===== src/rtl/uart_pkg.sv =====
// uart_pkg: shared types and constants for the serial UART transmitter.
//   tx_state_t      - transmitter FSM states (PARITY only used when the
//                     UART_TX_PARITY_EN build macro is defined)
//   UART_DATA_BITS  - data bits per frame
//   UART_IDLE_LEVEL - level of the serial line when nothing is being sent
package uart_pkg;

    typedef enum logic [2:0] {
        IDLE   = 3'd0,
        START  = 3'd1,
        DATA   = 3'd2,
        PARITY = 3'd3,
        STOP   = 3'd4
    } tx_state_t;

    localparam int   UART_DATA_BITS  = 8;
    localparam logic UART_IDLE_LEVEL = 1'b1;

endpackage


===== src/rtl/sync_fifo.sv =====
// sync_fifo: single-clock FIFO with occupancy counter.
//   clk        - clock, rising edge
//   rst_n      - asynchronous active-low reset (empties the FIFO)
//   push       - write push_data when not full
//   push_data  - WIDTH-bit write data
//   pop        - advance read pointer when not empty
//   pop_data   - WIDTH-bit head entry (valid while !empty)
//   full/empty - occupancy flags derived from the registered level
//   level      - number of occupied entries, 0..DEPTH
// DEPTH must be a power of two so the pointers wrap naturally.
module sync_fifo #(
    parameter int WIDTH = 8,
    parameter int DEPTH = 16
) (
    input  logic                     clk,
    input  logic                     rst_n,
    input  logic                     push,
    input  logic [WIDTH-1:0]         push_data,
    input  logic                     pop,
    output logic [WIDTH-1:0]         pop_data,
    output logic                     full,
    output logic                     empty,
    output logic [$clog2(DEPTH):0]   level
);

    localparam int               PTR_W      = $clog2(DEPTH);
    localparam logic [PTR_W:0]   FULL_LEVEL = (PTR_W + 1)'(DEPTH);

    logic [WIDTH-1:0] mem_q [DEPTH];
    logic [PTR_W-1:0] wr_ptr_q, wr_ptr_d;
    logic [PTR_W-1:0] rd_ptr_q, rd_ptr_d;
    logic [PTR_W:0]   level_q, level_d;
    logic             do_push, do_pop;

    assign full     = (level_q == FULL_LEVEL);
    assign empty    = (level_q == '0);
    assign level    = level_q;
    assign pop_data = mem_q[rd_ptr_q];

    always_comb begin
        do_push  = push && !full;
        do_pop   = pop && !empty;
        wr_ptr_d = wr_ptr_q;
        rd_ptr_d = rd_ptr_q;
        level_d  = level_q;
        if (do_push) wr_ptr_d = wr_ptr_q + PTR_W'(1);
        if (do_pop)  rd_ptr_d = rd_ptr_q + PTR_W'(1);
        case ({do_push, do_pop})
            2'b10:   level_d = level_q + (PTR_W + 1)'(1);
            2'b01:   level_d = level_q - (PTR_W + 1)'(1);
            default: level_d = level_q;
        endcase
    end

    always_ff @(posedge clk or negedge rst_n) begin
        if (!rst_n) begin
            wr_ptr_q <= '0;
            rd_ptr_q <= '0;
            level_q  <= '0;
        end else begin
            wr_ptr_q <= wr_ptr_d;
            rd_ptr_q <= rd_ptr_d;
            level_q  <= level_d;
        end
    end

    // Storage carries data only, so it is not reset.
    always_ff @(posedge clk) begin
        if (do_push) mem_q[wr_ptr_q] <= push_data;
    end

endmodule


===== src/rtl/uart_tx_phy.sv =====
// uart_tx_phy: byte-stream to serial-line UART transmitter.
//   clk        - clock, rising edge
//   rst        - asynchronous active-low reset
//   tx_data    - byte to send
//   tx_valid   - tx_data valid; accepted when tx_ready is high
//   tx_ready   - FIFO not full
//   txd        - registered serial output, idles high
//   busy       - a frame is in progress or bytes are queued
//   fifo_level - number of queued bytes
// Frame format is 8N1. Defining the build macro UART_TX_PARITY_EN inserts an
// even-parity bit before the stop bit (8E1).
import uart_pkg::*;

module uart_tx_phy #(
    parameter int CLK_DIV    = 868,
    parameter int FIFO_DEPTH = 16
) (
    input  logic                          clk,
    input  logic                          rst,
    input  logic [7:0]                    tx_data,
    input  logic                          tx_valid,
    output logic                          tx_ready,
    output logic                          txd,
    output logic                          busy,
    output logic [$clog2(FIFO_DEPTH):0]   fifo_level
);

    localparam int               CNT_W      = $clog2(CLK_DIV);
    localparam logic [CNT_W-1:0] CNT_RELOAD = CNT_W'(CLK_DIV - 1);
    localparam logic [2:0]       LAST_BIT   = 3'(UART_DATA_BITS - 1);

    tx_state_t                  state_q, state_d;
    logic [CNT_W-1:0]           baud_cnt_q, baud_cnt_d;
    logic [2:0]                 bit_cnt_q, bit_cnt_d;
    logic [UART_DATA_BITS-1:0]  shift_q, shift_d;
    logic                       txd_q, txd_d;
    logic                       bit_end;
    logic                       fifo_pop, fifo_full, fifo_empty;
    logic [UART_DATA_BITS-1:0]  fifo_head;
`ifdef UART_TX_PARITY_EN
    logic                       parity_q, parity_d;
`endif

    sync_fifo #(
        .WIDTH (UART_DATA_BITS),
        .DEPTH (FIFO_DEPTH)
    ) u_fifo (
        .clk       (clk),
        .rst_n     (rst),
        .push      (tx_valid),
        .push_data (tx_data),
        .pop       (fifo_pop),
        .pop_data  (fifo_head),
        .full      (fifo_full),
        .empty     (fifo_empty),
        .level     (fifo_level)
    );

    assign tx_ready = !fifo_full;
    assign busy     = (state_q != IDLE) || !fifo_empty;
    assign txd      = txd_q;
    assign bit_end  = (baud_cnt_q == '0);

    // State register
    always_ff @(posedge clk or negedge rst) begin
        if (!rst) state_q <= IDLE;
        else      state_q <= state_d;
    end

    // Next-state logic
    always_comb begin
        state_d = state_q;
        case (state_q)
            IDLE:   if (!fifo_empty) state_d = START;
            START:  if (bit_end) state_d = DATA;
`ifdef UART_TX_PARITY_EN
            DATA:   if (bit_end && bit_cnt_q == LAST_BIT) state_d = PARITY;
            PARITY: if (bit_end) state_d = STOP;
`else
            DATA:   if (bit_end && bit_cnt_q == LAST_BIT) state_d = STOP;
`endif
            STOP:   if (bit_end) state_d = IDLE;
            default: state_d = IDLE;
        endcase
    end

    // Baud counter, bit counter, shift register and FIFO pop.
    // The pop happens only from IDLE, i.e. from registered non-empty state,
    // so it can never collide with the first push into an empty FIFO.
    always_comb begin
        fifo_pop   = 1'b0;
        baud_cnt_d = baud_cnt_q;
        bit_cnt_d  = bit_cnt_q;
        shift_d    = shift_q;
`ifdef UART_TX_PARITY_EN
        parity_d   = parity_q;
`endif
        if (state_q == IDLE) begin
            baud_cnt_d = '0;
            if (!fifo_empty) begin
                fifo_pop   = 1'b1;
                shift_d    = fifo_head;
                baud_cnt_d = CNT_RELOAD;
                bit_cnt_d  = '0;
`ifdef UART_TX_PARITY_EN
                parity_d   = ^fifo_head;
`endif
            end
        end else begin
            baud_cnt_d = bit_end ? CNT_RELOAD : baud_cnt_q - CNT_W'(1);
            if (state_q == DATA && bit_end) begin
                shift_d   = shift_q >> 1;
                bit_cnt_d = bit_cnt_q + 3'd1;
            end
        end
    end

    // Output logic: txd is registered, so the line follows the state by one clock.
    always_comb begin
        txd_d = UART_IDLE_LEVEL;
        case (state_q)
            START:   txd_d = 1'b0;
            DATA:    txd_d = shift_q[0];
`ifdef UART_TX_PARITY_EN
            PARITY:  txd_d = parity_q;
`endif
            default: txd_d = UART_IDLE_LEVEL;
        endcase
    end

    always_ff @(posedge clk or negedge rst) begin
        if (!rst) begin
            baud_cnt_q <= '0;
            bit_cnt_q  <= '0;
            txd_q      <= UART_IDLE_LEVEL;
        end else begin
            baud_cnt_q <= baud_cnt_d;
            bit_cnt_q  <= bit_cnt_d;
            txd_q      <= txd_d;
        end
    end

    always_ff @(posedge clk) begin
        shift_q  <= shift_d;
`ifdef UART_TX_PARITY_EN
        parity_q <= parity_d;
`endif
    end

endmodule


===== config.mk =====
export PLATFORM = sky130hd
export DESIGN_NAME = uart_tx_phy
export DESIGN_NICKNAME = d
export VERILOG_FILES = /design/src/rtl/uart_pkg.sv /design/src/rtl/sync_fifo.sv /design/src/rtl/uart_tx_phy.sv
export SDC_FILE = /design/constraint.sdc
export NUM_CORES = 1
export LEC_CHECK = 0
export CAP_MARGIN = 20
export CORE_MARGIN = 2
export CORE_UTILIZATION = 45
export DETAILED_ROUTE_END_ITERATION = 7
export HOLD_SLACK_MARGIN = 0.1
export PLACE_DENSITY = 0.63
export SYNTH_ARGS = -nofsm -noshare
export SYNTH_HDL_FRONTEND = slang
export SYNTH_SLANG_ARGS = --single-unit

===== constraint.sdc =====
create_clock -name clk -period 2.52 [get_ports clk]
set_input_delay 0.504 -clock clk [delete_from_list [all_inputs] [get_ports clk]]
set_output_delay 0.504 -clock clk [all_outputs]
set_load 0.01 [all_outputs]

==> flow_summary.yaml, run 1 <==
timing:
  finClkSkew_ns: 0.00553
  final.min_clock_period_ns: 2.41
  finalCritPeriodShare_pct: 95.8
  tightest_slew_ns: 0.515
  drv_slew: 0
  fmax_mhz: 414
  max_slew_margin_pct: 65.5
  setup_tns_ns: 0
  rsz0062_at_grt: "no"
  hold_viol: 0
  setup_violations: 0
power:
  pwr-share-comb_pct: 24.1
  ir_worst_vdd_mv: 0.481
  clkPwrFrac_pct: 30.1
  swShare_pct: 28.0
  netSwitchingPower_mw: 2.21
  powerDensity_nw_per_um2: 973
  power.internal_mw: 5.67
  pwr-share-seq_pct: 45.7
  p_leak_nw: 2.85
routing:
  wire_per_inst_um: 19.8
  wl_um: 12900
  ant_nets: 0
  via_count: 3653
  drt_first_pass_iters: 5
  drt_iter0_markers: 219
  viasPerCell: 5.60
  drcViolationCount: 0
yosys:
  synth_warnings: 0
  synthCells: 393
  synth_sequential_area_ratio_pct: 70.2
  syn-cell-area_sq_um: 6890
  synth-seq-cells: 166
  synth_cell_type_count: 46
  syn_avg_cell_area_sq_um: 17.5
  synth_async_sr_flop_share_pct: 18.1
  syn_nets: 418
  synth_edf_count: 136
  synth_ff_type: "edfxtp_1"
cells_and_area:
  antenna_cells: 0
  final_common_cell: "edfxtp_1"
  final_cells: 652
  final_nets: 477
  layout_common_cells: "edfxtp_1, buf_4, nor2_1"
  final_layout_size_suffix_gt1_share_pct: 21.8
  areaGrowthSynthToFinish_pct: 17.5
clock_tree:
  clk_latency_ns: 0.43
  cts-root-buf: "clkbuf_16"
  max-clock-path-buffers: 2
  clk_pin_slew_ns: 0.06
  clock-sinks: 166
  cts_tree: "built"
  h-tree-depth: 4
  cts_buffers: 17
floorplan:
  die_area_sq_um: 16300
  initial_utilization_pct: 45.7
  num_rows: 45
  io_pins: 19
  die_w_um: 128
  die_height_um: 128
  core_area_sq_um: 15100
setup_path:
  rrSetupSlack_ns: 0.13
  regToRegEndpoint: "u_fifo.level[4]"
  end_kind: "output port"
  critPathLaunchType: "register"
  crit_path_max_fanout: 4
  crit_start: "u_fifo.level[1]"
  r2r_cells: 8
  rr_startpoint: "u_fifo.level[1]"
  worstSetupPathType: "reg -> out"
  cp.required_ns: 2.02
  crit_arrival_ns: 1.91
global_routing:
  antenna_found_initial: 0
  grt_usage_pct: 17.1
  grt_overflow: 0
  first_global_vias: 3654
  grt_max_degree: 35
  grt_pass1_wl_um: 20300
placement:
  dpl.cell_count: 620
  place.gp.congestion: 0.756
  portBuffers: 18
  post-dp-hpwl_um: 8330
outcome:
  status: "completed"
run:
  maxCapViolations: 0
worst_hold_path:
  hp-class: "in -> async"
==> worst max-delay path, cell delays in order (launching register included) <==
cell     delay, ns
dfrtp_2       0.40
or3_4         0.38
or3_4         0.40
nor2_4        0.13
inv_1         0.04
buf_2         0.13
==> worst max-delay path by stage <==
stage / end / slack (ns) / cells after the start
2_1_floorplan: u_fifo.level[4] / 0.03 / 10
3_3_place_gp: u_fifo.level[4] / 0.05 / 9
3_5_place_dp: u_fifo.level[4] / 0.03 / 9
4_1_cts: busy / 0.08 / 5
5_1_grt: u_fifo.level[4] / 0.03 / 8
6_report: busy / 0.11 / 5
==> logic make-up after synthesis <==
kind of cell,after synthesis,share of synthesized area [%]
xor gates and xnor gates,16,2.03
and+or+nand+nor,82,6.03
muxes,53,13.7
AOI/OAI and AO/OA,36,3.56
DFF,166,70.2
buffers and inverters,26,1.85
adders and majority gates,14,2.65
==> flip-flops by register name, summed over array words and instances, names as in the netlist <==
| name | cells |
|---|---|
| baud_cnt_q | 10 |
| bit_cnt_q | 3 |
| shift_q | 8 |
| state_q | 3 |
| txd | 1 |
| u_fifo.level | 5 |
| u_fifo.mem_q | 128 |
| u_fifo.rd_ptr_q | 4 |
| u_fifo.wr_ptr_q | 4 |
==> power by group through the flow <==
stage / logic, mW / registers (mW) / clock network, mW
2_1_floorplan: 1.31 / 3.59 / 0
3_3_place_gp: 1.87 / 3.64 / 0
3_5_place_dp: 1.90 / 3.66 / 0
4_1_cts: 1.93 / 3.61 / 2.42
5_1_grt: 2.08 / 3.65 / 2.54
6_report: 1.90 / 3.60 / 2.37
==> layout make-up <==
class | instances | area, sq um
fillers | 1200 | 6990
flip-flops and latches | 166 | 4840
multi-input cells | 201 | 1960
repair buffers | 57 | 492
clock buffers | 19 | 433
well taps | 188 | 235
clock inverters | 12 | 105
inverters | 9 | 33.8
==> metrics by stage <==
step	util, %	power (mW)	hold WS (ns)	instance area (sq um)	setup slack (ns)
floorplan	-	4.90	0.208	6910	0.0284
global placement	50.0	5.51	0.466	7540	0.0477
detailed placement	50.0	5.57	0.491	7540	0.0296
CTS	53.7	7.96	0.480	8100	0.0835
global route	53.7	8.26	0.495	8100	0.0261
finish	53.7	7.88	0.473	8100	0.107
==> what timing repair did <==
item                       CTS  global route
buffers inserted             1             0
gates resized for setup      8             0
setup endpoints to repair    2             0
hold buffers                 0             0
==> synth_stat cells (all sizes together), types with 5 or more instances <==
| master | n | area [sq um] |
|---|---|---|
| a21oi | 10 | 50.1 |
| a221o | 5 | 50.1 |
| a22oi | 5 | 37.5 |
| buf | 9 | 63.8 |
| clkbuf | 8 | 30.0 |
| dfrtp | 29 | 726 |
| edfxtp | 136 | 4080 |
| ha | 13 | 163 |
| inv | 9 | 33.8 |
| mux2 | 8 | 90.1 |
| mux2i | 16 | 160 |
| mux4 | 29 | 694 |
| nand2 | 13 | 48.8 |
| nor2 | 30 | 113 |
| nor3 | 5 | 25.0 |
| o21ai | 6 | 30.0 |
| xnor2 | 11 | 96.3 |
| xor2 | 5 | 43.8 |
==> routing by layer <==
| layer | GRT usage (%) | wire length (um) | vias up |
|---|---|---|---|
| met5 | 0 | 0 | - |
| met4 | 6.85 | 201 | 0 |
| met3 | 4.59 | 693 | 19 |
| met2 | 25.8 | 6200 | 92 |
| met1 | 23.9 | 5830 | 1880 |
| li1 | - | - | 1662 |
Note: power is estimated with default switching activity, not from simulation.
==> run 2: changes to the inputs <==
- CELL_PAD_IN_SITES_DETAIL_PLACEMENT: default -> 0
- CELL_PAD_IN_SITES_GLOBAL_PLACEMENT: default -> 1
- PLACE_DENSITY: 0.63 -> 0.7
==> run 2 against run 1 <==
Compared with the run above: routed wire length decreased by 0.60%; design area decreased by 0.23%; die area unchanged; sequential power about the same; total power increased by 0.84%; via count decreased by 4.2%.
==> flow_summary.yaml, run 2 (synthesis results as in run 1) <==
routing:
  wire_per_inst_um: 20.0
  drt_iter0_markers: 230
  viasPerCell: 5.44
  wl_um: 12800
  drt_first_pass_iters: 4
  via_count: 3500
  drcViolationCount: 0
  ant_nets: 0
global_routing:
  grt_pass1_wl_um: 20300
  grt_max_degree: 35
  grt_overflow: 0
  first_global_vias: 3583
  grt_usage_pct: 17.3
  antenna_found_initial: 0
setup_path:
  end_kind: "output port"
  critPathLaunchType: "register"
  worstSetupPathType: "reg -> out"
  cp.required_ns: 2.02
  crit_path_max_fanout: 4
  rrSetupSlack_ns: 0.13
  crit_arrival_ns: 1.94
timing:
  tightest_slew_ns: 0.614
  setup_violations: 0
  finClkSkew_ns: 0.00777
  hold_viol: 0
  finalCritPeriodShare_pct: 97.1
  rsz0062_at_grt: "no"
  drv_slew: 0
  max_slew_margin_pct: 58.9
  setup_tns_ns: 0
  fmax_mhz: 409
  final.min_clock_period_ns: 2.45
outcome:
  status: "completed"
placement:
  place.gp.congestion: 0.728
  dpl.cell_count: 610
  placed_area_sq_um: 7480
  portBuffers: 18
  post-dp-hpwl_um: 8160
cells_and_area:
  reg_top3: "u_fifo.mem_q x128, baud_cnt_q x10, shift_q x8"
  layout_common_cells: "edfxtp_1, nor2_1, dfrtp_1"
  top_register: "u_fifo.mem_q"
  largest_reg_flops: 128
  areaGrowthSynthToFinish_pct: 17.2
  n_fill_cell: 1189
  antenna_cells: 0
  final_layout_size_suffix_gt1_share_pct: 20.2
  final_nets: 467
  final_common_cell: "edfxtp_1"
  final_area_sq_um: 8080
  final_cells: 643
clock_tree:
  cts_hold_buf: 0
  clk_pin_slew_ns: 0.06
  h-tree-depth: 4
  cts_tree: "built"
  cts-root-buf: "clkbuf_16"
  clk_latency_ns: 0.42
  clock-sinks: 166
  cts_buffers: 17
  max-clock-path-buffers: 2
floorplan:
  num_rows: 45
  core_area_sq_um: 15100
  die_height_um: 128
  die_area_sq_um: 16300
  initial_utilization_pct: 45.7
  die_w_um: 128
  io_pins: 19
power:
  p_leak_nw: 2.82
  powerDensity_nw_per_um2: 984
  ir_worst_vdd_mv: 0.552
worst_hold_path:
  hp-class: "reg -> reg"
run:
  maxCapViolations: 0
## run 2: repair_timing
item	in CTS	in global routing
resized for setup	4	2
endpoints found under the setup margin	2	1
endpoints found under the hold margin	0	0
setup buffers	1	0
pin swaps	0	2
cloned	0	0
## run 2: final timing paths
kind	from	end	depth (start not counted)
hold / removal	bit_cnt_q[0]	bit_cnt_q[0]	1
setup reg to reg	u_fifo.level[3]	u_fifo.level[4]	8
max in group asynchronous	rst	u_fifo.level[1]	2
setup / recovery	u_fifo.level[3]	busy	5
hold reg to reg	bit_cnt_q[0]	bit_cnt_q[0]	1
min in group asynchronous	rst	baud_cnt_q[0]	2
## run 2: critical path, cell delays in order (launching register included)
cell and delay [ns]:
dfrtp_1 0.38, or3_4 0.40, or3_4 0.40, nor2_4 0.09, inv_1 0.04, clkdlybuf4s15_1 0.22
## run 2: cell type report
type,count,area (sq um),share of cell area (%)
timing repair buffer,47,434,5.37
tap,188,235,2.91
clock inverter,15,151,1.87
multi-input combinational,201,1960,24.3
clock buffer,17,425,5.27
inverter,9,33.8,0.418
sequential,166,4840,59.9
## run 2: metrics by stage
stage          setup WS, ns  hold WS [ns]  utilization [%]  power (mW)
5_1_grt              0.0116         0.511             53.5        8.35
4_1_cts              0.0136         0.494             53.5        8.03
3_5_place_dp         0.0497         0.485             49.6        5.50
6_report             0.0725         0.485             53.5        7.94
2_1_floorplan        0.0284         0.208                -        4.90
3_3_place_gp         0.0513         0.477             49.6        5.45
## run 2: power breakdown
group          internal, mW  leakage [nW]  switching [mW]
logic                 0.933         0.951           0.897
clock network          1.46         0.280            1.05
registers              3.35          1.59           0.245
## run 2: metal layers
layer	up-vias	track usage, %	wire (um)
met1	1766	22.9	5630
li1	1645	-	-
met5	-	0	0
met2	77	28.2	6310
met4	0	7.24	205
met3	12	3.71	692
==> run 3: changes to the inputs <==
- CAP_MARGIN: 20 -> default
- CORE_MARGIN: 2 -> 10
==> run 3 against run 2 <==
Compared with the run above: critical path depth up 9; clock power about the same; flip-flop and latch count is the same; critical endpoint is now baud_cnt_q[8]; largest power group unchanged.
==> flow_summary.yaml, run 3 (synthesis results as in run 1) <==
cells_and_area:
  final_util_pct: 53.9
  final_nets: 475
  n_fill_cell: 1248
  final_common_cell: "edfxtp_1"
  areaGrowthSynthToFinish_pct: 18.0
  register_area_sq_um: 4840
  layout_common_cells: "edfxtp_1, buf_4, nor2_1"
  largest_reg_flops: 128
  final_area_sq_um: 8140
  top_register: "u_fifo.mem_q"
  reg_top3: "u_fifo.mem_q x128, baud_cnt_q x10, shift_q x8"
  multi_input_area_sq_um: 1960
  antenna_cells: 0
  final_layout_size_suffix_gt1_share_pct: 22.2
global_routing:
  grt_max_degree: 35
  antenna_found_initial: 0
  first_global_vias: 3578
  grt_overflow: 0
  grt_pass1_wl_um: 20700
  grt_usage_pct: 13.6
floorplan:
  die_w_um: 144
  num_rows: 45
  io_pins: 19
  initial_utilization_pct: 45.7
  die_height_um: 144
  core_area_sq_um: 15100
  die_area_sq_um: 20700
clock_tree:
  cts-root-buf: "clkbuf_16"
  clk_latency_ns: 0.42
  h-tree-depth: 4
  cts_buffers: 17
  clock-sinks: 166
  cts_tree: "built"
  max-clock-path-buffers: 2
  clk_pin_slew_ns: 0.06
timing:
  worst_hold_slack_ns: 0.491
  finalCritPeriodShare_pct: 95.8
  final.min_clock_period_ns: 2.41
  max_slew_margin_pct: 59.6
  tightest_slew_ns: 0.603
  hold_viol: 0
  rsz0062_at_grt: "yes"
  finClkSkew_ns: 0.00852
  fmax_mhz: 414
  drv_slew: 0
  setup_violations: 0
  timing.final.ws_setup_ns: 0.106
setup_path:
  crit_arrival_ns: 2.68
  rr_startpoint: "u_fifo.level[3]"
  end_kind: "register"
  critPathLaunchType: "register"
  worstSetupPathType: "reg -> reg"
  rrSetupSlack_ns: 0.11
  regToRegEndpoint: "baud_cnt_q[8]"
  crit_path_max_fanout: 6
  cp.required_ns: 2.79
  r2r_cells: 14
routing:
  via_count: 3580
  wl_um: 13100
  wire_per_inst_um: 20.1
  drcViolationCount: 0
  viasPerCell: 5.50
  drt_first_pass_iters: 4
  ant_nets: 0
  drt_iter0_markers: 337
power:
  p_leak_nw: 2.86
  ir_worst_vdd_mv: 0.477
  powerDensity_nw_per_um2: 977
  total_power_mw: 7.95
placement:
  post-dp-hpwl_um: 8130
  placed_area_sq_um: 7470
  portBuffers: 18
  place.gp.congestion: 0.744
  dpl_worst_slack_ns: 0.0259
outcome:
  status: "completed"
run:
  maxCapViolations: 0
worst_hold_path:
  hp-class: "in -> async"
-- run 3: final cells by class --
type | count | share of cell area, %
repair buffers | 55 | 6.01
clock buffers | 17 | 5.23
inverters | 9 | 0.415
well taps | 188 | 2.89
multi-input cells | 201 | 24.1
flip-flops and latches | 166 | 59.5
clock inverters | 15 | 1.85
-- run 3: critical path, cell delays in order, from the launching register on --
cell     delay, ns
dfrtp_1       0.39
or3_4         0.40
or3_4         0.39
nor2_4        0.09
buf_4         0.11
buf_4         0.09
buf_4         0.09
buf_4         0.09
buf_4         0.09
buf_4         0.09
buf_4         0.09
buf_4         0.09
buf_4         0.08
buf_4         0.13
a31oi_1       0.05
-- run 3: how the worst max path moves through the flow --
| stage | startpoint | endpoint | slack, ns |
|---|---|---|---|
| after detailed placement | tx_valid | u_fifo.level[4] | 0.03 |
| after global placement | tx_valid | u_fifo.level[4] | 0.06 |
| after CTS | u_fifo.level[1] | busy | 0.04 |
| after global routing | u_fifo.level[3] | u_fifo.level[4] | -0.01 |
| after floorplan | u_fifo.level[1] | u_fifo.level[4] | 0.03 |
| final | u_fifo.level[3] | baud_cnt_q[8] | 0.11 |
-- run 3: metrics by stage --
step | setup TNS [ns] | std cells
5_1_grt | -0.0143 | 651
4_1_cts | 0 | 652
6_report | 0 | 651
2_1_floorplan | 0 | 393
3_5_place_dp | 0 | 608
3_3_place_gp | 0 | 608
-- run 3: per-layer routing --
metal / share of wire, % / routed length (um) / track usage [%] / up-vias
met5: 0 / 0 / 0 / -
met4: 1.5 / 190 / 5.21 / 0
met3: 5.2 / 680 / 3.10 / 14
met2: 49 / 6390 / 21.8 / 74
met1: 45 / 5840 / 17.6 / 1834
li1: - / - / - / 1658
-- run 3: repair_timing --
| item | 4_1_cts | 5_1_grt |
|---|---|---|
| buffers inserted | 12 | 0 |
| pin swaps | 1 | 3 |
| hold buffers | 0 | 0 |
| setup endpoints to repair | 2 | 8 |
| gates resized for setup | 6 | 2 |
-- run 3: power by group --
| group | internal [mW] | total [mW] | switching (mW) |
|---|---|---|---|
| logic | 0.937 | 1.85 | 0.911 |
| clock network | 1.46 | 2.50 | 1.04 |
| registers | 3.35 | 3.60 | 0.246 |
